**src/rtl/dispatch_stage.sv**
```systemverilog
// Dispatch stage: one-entry output register feeding ROB allocate and issue queue,
// plus the physical-register busy table with writeback wakeup/bypass.
module dispatch_stage #(
  parameter  int unsigned N_PHYS    = 64,
  parameter  int unsigned ROB_TAG_W = 6,
  parameter  int unsigned PAYLOAD_W = 32,
  localparam int unsigned PW        = $clog2(N_PHYS)
) (
  input  logic                 clk,
  input  logic                 rst_n,
  input  logic                 ren_valid_i,
  output logic                 ren_ready_o,
  input  logic [PW-1:0]        ren_rs1_p_i,
  input  logic [PW-1:0]        ren_rs2_p_i,
  input  logic [PW-1:0]        ren_rd_new_p_i,
  input  logic [PW-1:0]        ren_rd_old_p_i,
  input  logic                 ren_rd_alloc_i,
  input  logic [ROB_TAG_W-1:0] ren_rob_tag_i,
  input  logic [PAYLOAD_W-1:0] ren_payload_i,
  output logic                 rob_valid_o,
  input  logic                 rob_ready_i,
  output logic [ROB_TAG_W-1:0] rob_tag_o,
  output logic [PW-1:0]        rob_rd_new_p_o,
  output logic [PW-1:0]        rob_rd_old_p_o,
  output logic                 rob_rd_alloc_o,
  output logic                 iq_valid_o,
  input  logic                 iq_ready_i,
  output logic [PW-1:0]        iq_rs1_p_o,
  output logic [PW-1:0]        iq_rs2_p_o,
  output logic [PW-1:0]        iq_rd_p_o,
  output logic                 iq_rs1_rdy_o,
  output logic                 iq_rs2_rdy_o,
  output logic [ROB_TAG_W-1:0] iq_rob_tag_o,
  output logic [PAYLOAD_W-1:0] iq_payload_o,
  input  logic                 wb_valid_i,
  input  logic [PW-1:0]        wb_preg_i,
  input  logic                 recover_i
);

  logic                 out_valid_q, out_valid_d;
  logic [PW-1:0]        rs1_p_q, rs1_p_d, rs2_p_q, rs2_p_d;
  logic [PW-1:0]        rd_new_p_q, rd_new_p_d, rd_old_p_q, rd_old_p_d;
  logic                 rd_alloc_q, rd_alloc_d;
  logic                 rs1_rdy_q, rs1_rdy_d, rs2_rdy_q, rs2_rdy_d;
  logic [ROB_TAG_W-1:0] tag_q, tag_d;
  logic [PAYLOAD_W-1:0] payload_q, payload_d;
  logic [N_PHYS-1:0]    busy_q, busy_d;

  logic fire, accept;
  logic held_rs1_wb, held_rs2_wb, new_rs1_wb, new_rs2_wb;

  always_comb begin
    // Recovery suppresses both valids, so it also suppresses fire.
    fire        = out_valid_q & rob_ready_i & iq_ready_i & ~recover_i;
    ren_ready_o = (~out_valid_q | fire) & ~recover_i;
    accept      = ren_valid_i & ren_ready_o;
    held_rs1_wb = wb_valid_i & (wb_preg_i == rs1_p_q);
    held_rs2_wb = wb_valid_i & (wb_preg_i == rs2_p_q);
    new_rs1_wb  = wb_valid_i & (wb_preg_i == ren_rs1_p_i);
    new_rs2_wb  = wb_valid_i & (wb_preg_i == ren_rs2_p_i);
  end

  always_comb begin
    out_valid_d = out_valid_q;
    rs1_p_d     = rs1_p_q;
    rs2_p_d     = rs2_p_q;
    rd_new_p_d  = rd_new_p_q;
    rd_old_p_d  = rd_old_p_q;
    rd_alloc_d  = rd_alloc_q;
    rs1_rdy_d   = rs1_rdy_q;
    rs2_rdy_d   = rs2_rdy_q;
    tag_d       = tag_q;
    payload_d   = payload_q;
    if (recover_i) begin
      out_valid_d = 1'b0;
    end else if (accept) begin
      out_valid_d = 1'b1;
      rs1_p_d     = ren_rs1_p_i;
      rs2_p_d     = ren_rs2_p_i;
      rd_new_p_d  = ren_rd_new_p_i;
      rd_old_p_d  = ren_rd_old_p_i;
      rd_alloc_d  = ren_rd_alloc_i;
      tag_d       = ren_rob_tag_i;
      payload_d   = ren_payload_i;
      rs1_rdy_d   = ~busy_q[ren_rs1_p_i] | new_rs1_wb;
      rs2_rdy_d   = ~busy_q[ren_rs2_p_i] | new_rs2_wb;
    end else if (fire) begin
      out_valid_d = 1'b0;
    end else if (out_valid_q) begin
      rs1_rdy_d = rs1_rdy_q | held_rs1_wb;
      rs2_rdy_d = rs2_rdy_q | held_rs2_wb;
    end
  end

  // Clear first so a same-cycle set of the same preg wins; p0 is never busy.
  always_comb begin
    busy_d = busy_q;
    if (wb_valid_i)
      busy_d[wb_preg_i] = 1'b0;
    if (accept && ren_rd_alloc_i && (ren_rd_new_p_i != '0))
      busy_d[ren_rd_new_p_i] = 1'b1;
    busy_d[0] = 1'b0;
  end

  always_ff @(posedge clk or negedge rst_n) begin
    if (!rst_n) begin
      out_valid_q <= 1'b0;
      rs1_p_q     <= '0;
      rs2_p_q     <= '0;
      rd_new_p_q  <= '0;
      rd_old_p_q  <= '0;
      rd_alloc_q  <= 1'b0;
      rs1_rdy_q   <= 1'b1;
      rs2_rdy_q   <= 1'b1;
      tag_q       <= '0;
      payload_q   <= '0;
      busy_q      <= '0;
    end else begin
      out_valid_q <= out_valid_d;
      rs1_p_q     <= rs1_p_d;
      rs2_p_q     <= rs2_p_d;
      rd_new_p_q  <= rd_new_p_d;
      rd_old_p_q  <= rd_old_p_d;
      rd_alloc_q  <= rd_alloc_d;
      rs1_rdy_q   <= rs1_rdy_d;
      rs2_rdy_q   <= rs2_rdy_d;
      tag_q       <= tag_d;
      payload_q   <= payload_d;
      busy_q      <= busy_d;
    end
  end

  always_comb begin
    rob_valid_o    = out_valid_q & ~recover_i;
    iq_valid_o     = out_valid_q & ~recover_i;
    rob_tag_o      = tag_q;
    rob_rd_new_p_o = rd_new_p_q;
    rob_rd_old_p_o = rd_old_p_q;
    rob_rd_alloc_o = rd_alloc_q;
    iq_rs1_p_o     = rs1_p_q;
    iq_rs2_p_o     = rs2_p_q;
    iq_rd_p_o      = rd_new_p_q;
    iq_rs1_rdy_o   = rs1_rdy_q | held_rs1_wb;
    iq_rs2_rdy_o   = rs2_rdy_q | held_rs2_wb;
    iq_rob_tag_o   = tag_q;
    iq_payload_o   = payload_q;
  end

endmodule

```
**config.mk**
```make
export PLATFORM = sky130hd
export DESIGN_NAME = dispatch_stage
export DESIGN_NICKNAME = d
export VERILOG_FILES = /design/src/rtl/dispatch_stage.sv
export SDC_FILE = /design/constraint.sdc
export NUM_CORES = 1
export LEC_CHECK = 0
export BUFFER_PORTS_ARGS = -buffer_cell sky130_fd_sc_hd__buf_2
export CORE_UTILIZATION = 53
export CTS_CLUSTER_SIZE = 30
export DETAILED_ROUTE_END_ITERATION = 16
export PLACE_DENSITY = 0.79
export SYNTH_ARGS = -nofsm -noshare
export SYNTH_HDL_FRONTEND = slang
export SYNTH_SLANG_ARGS = --single-unit
```
**constraint.sdc**
```tcl
create_clock -name clk -period 2.79 [get_ports clk]
set_input_delay 0.4185 -clock clk [delete_from_list [all_inputs] [get_ports clk]]
set_output_delay 0.4185 -clock clk [all_outputs]
set_load 0.02 [all_outputs]
```
==> out/results.tsv <==
metric	value	unit
ir_drop	503.7	uV
rrSetupSlack	0.78	ns
cap_violations	0	
path_class	reg2reg	
fillers	960	
initial_utilization	0.5476	
synth_seq_area_share	0.4891	
gr-total-overflow	0	
critPathCaptureType	flop	
slew_viol_final	0	
cp.depth	6	
dp_hpwl	13.91	mm
rows	40	
r2r-end	busy_q[53]	
p_clk_frac	0.385	
clock_latency	0.43	ns
multiInputGateArea	0.003067	sq mm
regArea	0.003231	sq mm
cp.arrival	2.34	ns
seqPwrFrac	0.417	
drt_iter0_drc	717	
route.detailed.drc	0	
synth.avg_cell_area	9.251	sq um
die_h	113.6	microns
reg2reg_depth	6	
period_share	0.7221	
p_sw_frac	0.3229	
cp_num_buf_inv	0	
drt_first_pass_iters	5	
synthesis.area	0.006605	sq mm
gp_congestion	0.9751	
worstPathRequired	3.11	ns
synth-edff-count	0	
placed_cells	985	
pwr-share-comb	0.198	
worst_hold_path_type	in2async	
numCtsBuffers	17	
synth-warning-count	0	
vias_per_cell	6.115	
clock-sinks	129	
timing.rr.start	out_valid_q	
yosysUniqueCellTypes	44	
pin_count	156	
crit_family	simple AND/OR/NAND/NOR gates	
finalSetupViolations	0	
totalWireLength	20.42	mm
cp_common_cell	nor2_1	
fin_tns_setup	0	ns
stdcell_count	1017	
grt_max_degree	68	
rsz0062_at_grt	false	
grt.total_usage	0.3289	
clock-root-buffer	clkbuf_16	
grt_pass1_vias	6007	
internal_power	3.658	mW
ys_ff_latch	129	
die_area	0.01291	sq mm
drive_above_1_share	0.2591	
holdWs	0.009587	ns
wire_per_inst	20.08	microns
ys.flop_type	dfrtp_1	
status	completed	
core_area	0.01206	sq mm
path_clk_slew	0.06	ns
hold_viol	0	
fmax	496.3	MHz
crit_end	busy_q[53]	
portBuffers	155	
period_needed	2.015	ns
post-place-ws	0.5054	ns
finalWorstSetupSlack	0.7752	ns
tightestPinTransition	0.6773	ns
num_vias	6219	
power_density	681.6	mW/mm^2
switchingPower	1.744	mW
worstPathCellList	a21boi_1 -> nor2_1 -> nand2_2 -> nor2_1 -> nand4_1 -> o21ai_0	
num-nets-final	912	
skew	0.008798	ns
cts_tree	done	
slowest_stage	nand4_1	
syn_nets	790	
critPathLaunchType	flop	
max_stage_delay	0.47	ns
antenna_found_initial	0	
relSlewSlack	0.5484	
ant_nets	0	
worst-path-max-fanout	8	
cts_setup_buffers	0	
antennaDiodeCount	0	
cts_buffer_depth	2	
grt_pass1_wl	31.85	mm
htree_levels	4	
cts_resized	0	
leakagePower	3.896	nW
cts_hold_buf	0	
async_flop_share	1.000	
postSynthCellCount	714	
die_w	113.6	microns
crit_start	out_valid_q	
area_delta_synth_final	19.98	%
cell usage in the layout, fill, tap and decap left out, drive strengths merged, types with 7 or more instances in the layout:
master / Yosys / layout
buf: 29 / 163
nor2: 15 / 15
clkbuf: 31 / 19
xnor2: 8 / 8
nor2b: 11 / 11
a22oi: 7 / 7
nand3b: 7 / 7
nand3: 13 / 13
o21ai: 129 / 129
xor2: 16 / 16
mux4: 19 / 19
mux2i: 22 / 22
nand2: 211 / 211
dfrtp: 127 / 127
inv: 3 / 7
Yosys cell counts (7+ instances only):
master	count	area share
nand3_1	13	0.0098
o21ai_0	128	0.097
mux4_2	16	0.055
nand3b_1	7	0.0080
nor2_1	15	0.0085
clkbuf_1	31	0.018
buf_1	7	0.0040
buf_4	14	0.016
dfrtp_1	127	0.48
mux2i_1	22	0.033
nand2_1	211	0.12
a22oi_1	7	0.0080
xor2_1	16	0.021
xnor2_1	8	0.011
nor2b_1	11	0.010
registers in the layout (all words and copies together), names as in the netlist:
name	flops
rs2_rdy_q	1
out_valid_q	1
rob_rd_old_p_o	6
iq_rs2_p_o	6
iq_rs1_p_o	6
iq_rd_p_o	6
rob_rd_alloc_o	1
iq_payload_o	32
busy_q	63
rs1_rdy_q	1
iq_rob_tag_o	6
cell type report:
type,count,share of cell area
multi-input cells,522,0.3870
clock inverters,13,0.01295
clock buffers,19,0.05715
flip-flops and latches,129,0.4076
inverters,3,0.001421
repair buffers,163,0.1074
well taps,168,0.02652
how the worst min path moves through the flow:
stage | depth (start not counted) | to | slack, ns | start
2_1_floorplan | 0 | busy_q[10] | 0.12 | rst_n
3_3_place_gp | 2 | iq_payload_o[25] | 0.45 | iq_payload_o[25]
3_5_place_dp | 2 | iq_payload_o[15] | 0.46 | iq_payload_o[15]
4_1_cts | 1 | busy_q[24] | 0.03 | rst_n
5_1_grt | 1 | busy_q[57] | 0.06 | rst_n
6_report | 1 | busy_q[20] | 0.01 | rst_n
per-stage QoR:
stage | power [mW] | cell area [sq um] | utilization
global route | 5.610 | 7925 | 0.6571
CTS | 5.401 | 7925 | 0.6571
floorplan | 2.937 | 6605 | -
finish | 5.402 | 7925 | 0.6571
detailed placement | 3.333 | 7370 | 0.6110
global placement | 3.299 | 7370 | 0.6110
cells by family after synthesis:
family          Yosys count  share of synthesized area
simple gates            294                     0.1942
flops                   129                     0.4891
compound gates          160                     0.1328
mux                      44                     0.1049
buf+inv                  63                    0.04717
xor+xnor                 24                    0.03182
metal layers:
metal | track usage | vias up | share of wire
met3 | 0.09139 | 87 | 0.099
met4 | 0.1632 | 0 | 0.043
met5 | 0 | - | 0
met1 | 0.4332 | 3015 | 0.39
met2 | 0.5033 | 426 | 0.47
li1 | - | 2691 | -
power groups by stage:
stage | Clock [mW] | Combinational [mW] | Sequential (mW)
2_1_floorplan | 0 | 0.518 | 2.42
3_3_place_gp | 0 | 1.04 | 2.26
3_5_place_dp | 0 | 1.06 | 2.27
4_1_cts | 2.09 | 1.07 | 2.25
5_1_grt | 2.18 | 1.16 | 2.27
6_report | 2.08 | 1.07 | 2.25
Power figures use the tool's default switching activity.
